===== src/rtl/parametrised_set_associative_cache.sv =====
`default_nettype none
// =============================================================================
// Module   : parametrised_set_associative_cache
// Brief    : Set-associative tag/state/data store with CPU and snoopy lookup
//            ports and tree pseudo-LRU replacement. Defining
//            PARAMETRISED_SET_ASSOCIATIVE_CACHE_RANDOM_REPLACEMENT_EN swaps the
//            PLRU tree for an LFSR victim.
// Revision : 1.0
// =============================================================================
module parametrised_set_associative_cache #(
   parameter int TAG_WIDTH      = 6,
   parameter int INDEX_WIDTH    = 4,
   parameter int OFFSET_WIDTH   = 2,
   parameter int DATA_WIDTH     = 16,
   parameter int NUMBER_OF_WAYS = 4,
   parameter type STATE_TYPE    = logic [1:0],
   parameter STATE_TYPE INVALID_STATE = 2'b0,
   localparam int WAY_BITS      = $clog2(NUMBER_OF_WAYS)
) (
   input  logic                    clock,
   input  logic                    reset,
   input  logic                    cpuRequest,
   output logic                    cpuReady,
   input  logic [TAG_WIDTH-1:0]    cpuTagIn,
   input  logic [INDEX_WIDTH-1:0]  cpuIndex,
   input  logic [OFFSET_WIDTH-1:0] cpuOffset,
   input  logic [DATA_WIDTH-1:0]   cpuDataIn,
   input  STATE_TYPE               cpuStateIn,
   input  logic                    cpuWriteTag,
   input  logic                    cpuWriteData,
   input  logic                    cpuWriteState,
   output logic                    cpuValid,
   output logic                    cpuHit,
   output logic [WAY_BITS-1:0]     cpuWay,
   output logic [TAG_WIDTH-1:0]    cpuTagOut,
   output logic [DATA_WIDTH-1:0]   cpuDataOut,
   output STATE_TYPE               cpuStateOut,
   input  logic                    snoopyRequest,
   input  logic [TAG_WIDTH-1:0]    snoopyTagIn,
   input  logic [INDEX_WIDTH-1:0]  snoopyIndex,
   input  logic                    snoopyWriteState,
   input  STATE_TYPE               snoopyStateIn,
   output logic                    snoopyValid,
   output logic                    snoopyHit,
   output logic [WAY_BITS-1:0]     snoopyWay,
   output STATE_TYPE               snoopyStateOut
);

   localparam int SETS  = 1 << INDEX_WIDTH;
   localparam int WORDS = 1 << OFFSET_WIDTH;
   localparam logic [INDEX_WIDTH:0] LAST_SET = (INDEX_WIDTH+1)'(SETS - 1);

   typedef enum logic {INIT = 1'b0, READY = 1'b1} fsm_t;

   fsm_t                   fsm, fsm_next;
   logic [INDEX_WIDTH:0]   sweep_count;

   logic [TAG_WIDTH-1:0]   tag_mem   [SETS][NUMBER_OF_WAYS];
   STATE_TYPE              state_mem [SETS][NUMBER_OF_WAYS];
   logic [DATA_WIDTH-1:0]  data_mem  [SETS][NUMBER_OF_WAYS][WORDS];

   logic                   cpu_accept, snp_accept;
   logic                   cpu_hit, cpu_inv_found, snp_hit;
   logic [WAY_BITS-1:0]    cpu_hit_way, cpu_inv_way, cpu_sel_way, victim_way, snp_hit_way;

   always_ff @(posedge clock) begin
      if (reset) begin
         fsm         <= INIT;
         sweep_count <= '0;
      end else begin
         fsm <= fsm_next;
         if (fsm == INIT) sweep_count <= sweep_count + (INDEX_WIDTH+1)'(1);
      end
   end

   always_comb begin
      fsm_next = fsm;
      case (fsm)
         INIT:    if (sweep_count == LAST_SET) fsm_next = READY;
         default: fsm_next = READY;
      endcase
   end

   assign cpuReady   = (fsm == READY);
   assign cpu_accept = cpuRequest && cpuReady && !reset;
   assign snp_accept = snoopyRequest && cpuReady && !reset;

   always_comb begin
      cpu_hit       = 1'b0;
      cpu_hit_way   = '0;
      cpu_inv_found = 1'b0;
      cpu_inv_way   = '0;
      snp_hit       = 1'b0;
      snp_hit_way   = '0;
      // Descending scan leaves the lowest-numbered invalid way selected.
      for (int w = NUMBER_OF_WAYS - 1; w >= 0; w--) begin
         if (state_mem[cpuIndex][w] == INVALID_STATE) begin
            cpu_inv_found = 1'b1;
            cpu_inv_way   = WAY_BITS'(w);
         end else if (tag_mem[cpuIndex][w] == cpuTagIn) begin
            cpu_hit     = 1'b1;
            cpu_hit_way = cpu_hit_way | WAY_BITS'(w);
         end
         if (state_mem[snoopyIndex][w] != INVALID_STATE &&
             tag_mem[snoopyIndex][w] == snoopyTagIn) begin
            snp_hit     = 1'b1;
            snp_hit_way = snp_hit_way | WAY_BITS'(w);
         end
      end
      cpu_sel_way = cpu_hit ? cpu_hit_way : (cpu_inv_found ? cpu_inv_way : victim_way);
   end

`ifdef PARAMETRISED_SET_ASSOCIATIVE_CACHE_RANDOM_REPLACEMENT_EN
   logic [15:0] lfsr;

   always_ff @(posedge clock) begin
      if (reset)
         lfsr <= 16'hACE1;
      else if (cpu_accept && !cpu_hit)
         lfsr <= {1'b0, lfsr[15:1]} ^ (lfsr[0] ? 16'hB400 : 16'h0000);
   end

   assign victim_way = lfsr[WAY_BITS-1:0];
`else
   // Heap-ordered tree: node n has children 2n and 2n+1; a bit of 1 points right.
   logic [NUMBER_OF_WAYS-1:1] plru [SETS];
   logic [NUMBER_OF_WAYS-1:1] plru_upd;
   int                        vnode, unode;

   always_comb begin
      vnode = 1;
      for (int l = 0; l < WAY_BITS; l++) vnode = 2 * vnode + int'(plru[cpuIndex][vnode]);
      victim_way = WAY_BITS'(vnode - NUMBER_OF_WAYS);
      plru_upd   = plru[cpuIndex];
      unode      = 1;
      for (int l = 0; l < WAY_BITS; l++) begin
         plru_upd[unode] = ~cpu_sel_way[WAY_BITS-1-l];
         unode           = 2 * unode + int'(cpu_sel_way[WAY_BITS-1-l]);
      end
   end

   always_ff @(posedge clock) begin
      if (reset) begin
         for (int s = 0; s < SETS; s++) plru[s] <= '0;
      end else if (cpu_accept) begin
         plru[cpuIndex] <= plru_upd;
      end
   end
`endif

   always_ff @(posedge clock) begin
      if (cpu_accept && cpuWriteTag)  tag_mem[cpuIndex][cpu_sel_way] <= cpuTagIn;
      if (cpu_accept && cpuWriteData) data_mem[cpuIndex][cpu_sel_way][cpuOffset] <= cpuDataIn;
   end

   // Snoopy write is last so it wins a same-line collision with the CPU.
   always_ff @(posedge clock) begin
      if (fsm == INIT) begin
         for (int w = 0; w < NUMBER_OF_WAYS; w++)
            state_mem[sweep_count[INDEX_WIDTH-1:0]][w] <= INVALID_STATE;
      end
      if (cpu_accept && cpuWriteState) state_mem[cpuIndex][cpu_sel_way] <= cpuStateIn;
      if (snp_accept && snoopyWriteState && snp_hit)
         state_mem[snoopyIndex][snp_hit_way] <= snoopyStateIn;
   end

   always_ff @(posedge clock) begin
      if (reset) begin
         cpuValid       <= 1'b0;
         cpuHit         <= 1'b0;
         cpuWay         <= '0;
         cpuTagOut      <= '0;
         cpuDataOut     <= '0;
         cpuStateOut    <= '0;
         snoopyValid    <= 1'b0;
         snoopyHit      <= 1'b0;
         snoopyWay      <= '0;
         snoopyStateOut <= '0;
      end else begin
         cpuValid    <= cpu_accept;
         snoopyValid <= snp_accept;
         if (cpu_accept) begin
            cpuHit      <= cpu_hit;
            cpuWay      <= cpu_sel_way;
            cpuTagOut   <= tag_mem[cpuIndex][cpu_sel_way];
            cpuDataOut  <= data_mem[cpuIndex][cpu_sel_way][cpuOffset];
            cpuStateOut <= state_mem[cpuIndex][cpu_sel_way];
         end
         if (snp_accept) begin
            snoopyHit      <= snp_hit;
            snoopyWay      <= snp_hit_way;
            snoopyStateOut <= state_mem[snoopyIndex][snp_hit_way];
         end
      end
   end

endmodule
`default_nettype wire


===== config.mk =====
export PLATFORM = sky130hd
export DESIGN_NAME = parametrised_set_associative_cache
export DESIGN_NICKNAME = d
export VERILOG_FILES = /design/src/rtl/parametrised_set_associative_cache.sv
export SDC_FILE = /design/constraint.sdc
export NUM_CORES = 2
export LEC_CHECK = 0
export BUFFER_PORTS_ARGS = -buffer_cell sky130_fd_sc_hd__buf_2
export CORE_UTILIZATION = 60
export CTS_CLUSTER_DIAMETER = 200
export DETAILED_ROUTE_END_ITERATION = 7
export GPL_TIMING_DRIVEN = 0
export PLACE_DENSITY = 0.88
export SETUP_SLACK_MARGIN = 0.5
export SLEW_MARGIN = 20
export SYNTH_ARGS = -nofsm -noshare
export SYNTH_HDL_FRONTEND = slang
export SYNTH_MEMORY_MAX_BITS = 65536
export SYNTH_SLANG_ARGS = --single-unit

===== constraint.sdc =====
create_clock -name clock -period 6.6 [get_ports clock]
set_input_delay 1.32 -clock clock [delete_from_list [all_inputs] [get_ports clock]]
set_output_delay 1.32 -clock clock [all_outputs]
set_load 0.05 [all_outputs]

==> flow_summary.toml, run 1 <==
[synthesis]
syn_avg_cell_area_um2 = 22.7
synth_most_common_cell = "edfxtp_1"
postSynth.asyncResetShare_pct = 0
ys_top_cells_by_area = "edfxtp_1 74%, mux4_2 19%, mux2i_1 1.3%"
synth_ff_type = "edfxtp_1"
yosysTopAreaCellShare_pct = 74.5
yosysSeqAreaShare_pct = 74.9
yosys.area_share.simple_pct = 1.76
synthMuxAreaShare_pct = 20.8
syn_nets = 8336
synth_edf_count = 4656
synth_xor_xnor_area_share_pct = 0.247
synth_compound_area_share_pct = 1.01
yosys-top-cells-count = "4656 x edfxtp_1, 1553 x mux4_2, 438 x nor2_1"
yosys.area_share.adder_pct = 0.0133
ys_ff_latch = 4696
yosysUniqueCellTypes = 67
syn-cell-area_mm2 = 0.188
synthesis.instances = 8284
yosysTopAreaCell = "edfxtp_1"
synth_warnings = 0
synth_top_family_by_area = "multiplexers"

[placed_design]
place_congestion = 1.18
dp_hpwl_um = 447000
port_buffers = 73

[grt]
grt_util_all_layers_pct = 61.3
overflow = 2
grt_max_degree = 165

[status]
lastStage = "global routing (5_1_grt)"
run_status = "did not finish"
error = "[ERROR GRT-0232] Routing congestion too high. Check the congestion heatmap in the GUI."

[clocking]
cts.htree.levels = 5
cts.sink_count = 4696
numCtsBuffers = 444
cts-root-buf = "clkbuf_16"
clock_path_buffers = 4

[floorplanning]
initial_utilization_pct = 60.6
die_h_um = 561
io_pins = 85
std_cell_rows = 204
fp.dieW_um = 561
## stage by stage
| step | cell area [µm²] | worst slack (ns) | util, % | cells |
|---|---|---|---|---|
| 2_1_floorplan | 188000 | 1.13 | - | 8284 |
| 3_3_place_gp | 193000 | -4.22 | 62.3 | 12500 |
| 3_5_place_dp | 199000 | -2.31 | 64.1 | 12700 |
| 4_1_cts | 215000 | 0.154 | 69.5 | 13600 |
## layer usage
| metal | global-route usage (%) | GRT overflow |
|---|---|---|
| met5 | 42.9 | 0 |
| met4 | 59.8 | 1 |
| met3 | 51.9 | 0 |
| met2 | 75.2 | 1 |
| met1 | 57.4 | 0 |
## cell families after synthesis
group | Yosys count
buf+inv | 544
compound gates | 270
simple gates | 780
fa+ha+maj | 2
mux | 1939
flops | 4696
xor+xnor | 53
## timing repair
item,in CTS
setup buffers,112
resized for setup,220
pin swaps,65
endpoints found under the setup margin,4768
hold buffers,0
endpoints found under the hold margin,0
gates cloned,0
==> inputs of run 2 (changes only) <==
--- a/config.mk
+++ b/config.mk
@@ -6,12 +6,10 @@
 export NUM_CORES = 2
 export LEC_CHECK = 0
 export BUFFER_PORTS_ARGS = -buffer_cell sky130_fd_sc_hd__buf_2
-export CORE_UTILIZATION = 60
-export CTS_CLUSTER_DIAMETER = 200
+export CORE_UTILIZATION = 40
 export DETAILED_ROUTE_END_ITERATION = 7
 export GPL_TIMING_DRIVEN = 0
-export PLACE_DENSITY = 0.88
-export SETUP_SLACK_MARGIN = 0.5
+export PLACE_DENSITY_LB_ADDON = 0.15
 export SLEW_MARGIN = 20
 export SYNTH_ARGS = -nofsm -noshare
 export SYNTH_HDL_FRONTEND = slang
==> flow_summary.toml, run 2 <==
[clocking]
ctsHoldBuffers = 0
tritoncts = "yes"
clk_pin_slew_worst_paths_ns = 0.06
cts.htree.levels = 6
numCtsBuffers = 518
cts-root-buf = "clkbuf_16"
cts.sink_count = 4696
clk_latency_ns = 1.10
clock_path_buffers = 4

[synthesis]
yosysSeqAreaShare_pct = 74.9
synth_warnings = 0
ys_top_cells_by_area = "edfxtp_1 74%, mux4_2 19%, mux2i_1 1.3%"
yosysTopAreaCell = "edfxtp_1"
syn-cell-area_mm2 = 0.188
synth_edf_count = 4656
synthesis.instances = 8284
syn_nets = 8336
yosys-top-cells-count = "4656 x edfxtp_1, 1553 x mux4_2, 438 x nor2_1"
synth_most_common_cell = "edfxtp_1"
syn_avg_cell_area_um2 = 22.7
postSynth.asyncResetShare_pct = 0
ys_ff_latch = 4696
yosysUniqueCellTypes = 67
synth_ff_type = "edfxtp_1"
yosysTopAreaCellShare_pct = 74.5

[detailed_routing]
drcViolationCount = 0
via_per_inst = 6.24
drt-initial-drc-count = 14700
dr.pass1.iters = 5
wire_per_inst_um = 41.9
vias = 98800
routed_wl_um = 665000
ant_nets = 0

[floorplanning]
fp.dieW_um = 687
core_area_mm2 = 0.467
die-area_mm2 = 0.472
std_cell_rows = 251
die_h_um = 687
initial_utilization_pct = 40.2
io_pins = 85

[pwr]
p_switching_w = 0.0151
p_comb_share_pct = 6.8
ir_drop_mv = 0.283
pwr-share-seq_pct = 50.0
p_int_w = 0.0505
power_density_mw_per_mm2 = 295
switching_share_pct = 23.0
total_power_w = 0.0656
p_clk_share_pct = 43.2
power.leakage_nw = 70.2

[timing]
setup_violations = 89
worst_pin_slew_ns = 1.26
hold_ws_ns = 0.483
maxSlewViolCount = 0
finalCritPeriodShare_pct = 104
rsz0062_at_grt = "yes"
setup_slack_ns = -0.253
fmax_mhz = 146
max_slew_margin_pct = 15.7
finClkSkew_ns = 0.0816
period_needed_ns = 6.85
hold_viol_final = 0

[grt]
antenna_found_initial = 38
grt_max_degree = 134
overflow = 0
grt_util_all_layers_pct = 28.0
grt_pass1_vias = 97200
grt_first_pass_wirelength_um = 881000

[worst_setup_path]
crit_chain = "buf_2 > nor2_1 > clkbuf_1 > clkbuf_2 > a22oi_1 > nand2_1 > nor3_1 > a2111oi_2 > a41oi_1 > a311oi_4 > buf_8 > buf_6 > buf_4 > mux2i_1 > mux2i_1 > o211ai_1 > buf_6 > o311ai_1"
path_delay_family = "buffers and inverters"
path_max_fanout = 10
path_buf_inv = 7
r2r-end = "cpuDataOut[14]"
r2r-start = "tag_mem[6][15]"
worst_ep_required_time_ns = 7.49
worstPathArrival_ns = 7.75
endpoint_kind = "flop"
crit_start = "cpuIndex[2]"
critPathKind = "input port to flop"
cp-start-kind = "input port"
reg2reg_setup_slack_ns = 0.54
slowest_delay_ns = 0.72
rr_worst_depth = 14
crit_slowest_cell = "mux2i_1"

[final_layout]
layout_common_cells = "4656 x edfxtp_1, 1553 x mux4_2, 531 x clkbuf_16"
drive_above_1_share_pct = 36.8
final_common_cell = "edfxtp_1"
largest_register = "data_mem"
top_regs = "data_mem x4096, tag_mem x384, state_mem x128"
syn_to_final_growth_pct = 18.6
largest_reg_flops = 4096
nets = 9278

[placed_design]
place_congestion = 0.938
port_buffers = 73
dp_hpwl_um = 456000

[min_path]
hold_end = "cpuHit"
hold_start = "cpuHit"
hold_depth = 2
hold_path_class = "flop to flop"

[status]
violations = "setup timing"
run_status = "finished, violations left"

[run]
cap_viol_max_count = 0
==> run 2: kinds of logic (layout without fill, tap and decap cells) <==
logic type	after synthesis	count (layout)	synth area share [%]
muxes	1939	1939	20.8
and+or+nand+nor	780	780	1.76
DFF	4696	4696	74.9
adders and majority gates	2	2	0.0133
xor gates and xnor gates	53	53	0.247
other	0	29	0
buffers and inverters	544	1879	1.26
AOI/OAI and AO/OA	270	270	1.01
==> run 2: worst max path at each step <==
stage                             to  slack, ns  depth (start not counted)
finish                cpuDataOut[14]      -0.25                         18
global route          cpuDataOut[14]      -0.05                         18
CTS                 data_mem[1][240]      -0.03                         20
detailed placement  data_mem[14][92]      -2.47                         18
global placement    data_mem[4][202]      -5.27                         13
floorplan           data_mem[8][144]       1.13                         16
==> run 2: per-stage QoR <==
stage	area, µm²	setup TNS [ns]	setup WS (ns)	utilization (%)	instances
2_1_floorplan	188000	0	1.13	-	8284
3_3_place_gp	196000	-	-5.27	41.9	14600
3_5_place_dp	204000	-7136.29	-2.47	43.6	14800
4_1_cts	222000	-0.465	-0.0336	47.5	15800
5_1_grt	223000	-0.0522	-0.0522	47.6	15800
6_report	223000	-4.22	-0.253	47.6	15800
==> run 2: layer usage <==
| layer | vias up | GRT usage, % | share of wire, % |
|---|---|---|---|
| li1 | 37400 | - | - |
| met2 | 5947 | 42.9 | 46 |
| met5 | - | 0 | 0.010 |
| met3 | 1187 | 7.69 | 11 |
| met4 | 10 | 11.3 | 4.7 |
| met1 | 54300 | 38.0 | 39 |
==> run 2: worst min-delay path, cell delays in order, from the launching register on <==
cell and delay, ns:
dfxtp_1 0.31, nand2b_1 0.06, o21ai_0 0.06
==> run 2: area by class of cell <==
class | count | area, µm²
Tap cell | 6198 | 7750
Multi-Input combinational cell | 3044 | 46900
Sequential cell | 4696 | 141000
Inverter | 12 | 45.0
Timing Repair Buffer | 424 | 8150
Fill cell | 37800 | 245000
Buffer | 530 | 2780
Antenna cell | 29 | 72.6
Clock buffer | 644 | 13700
Clock inverter | 269 | 2610
==> run 2: repair_timing <==
action                                  in CTS  in global routing
gates cloned                                 0                  0
setup buffers                               98                 19
pin swaps                                   73                 11
resized for setup                           92                 28
endpoints found under the setup margin    3957                845
==> run 2: power groups by stage <==
stage	Clock [W]	Combinational (W)	Sequential, W
2_1_floorplan	0	0.00190	0.0334
3_3_place_gp	0	0.00406	0.0335
3_5_place_dp	0	0.00433	0.0334
4_1_cts	0.0286	0.00437	0.0328
5_1_grt	0.0297	0.00449	0.0328
6_report	0.0283	0.00443	0.0328
Note: power is estimated with default switching activity, not from simulation.
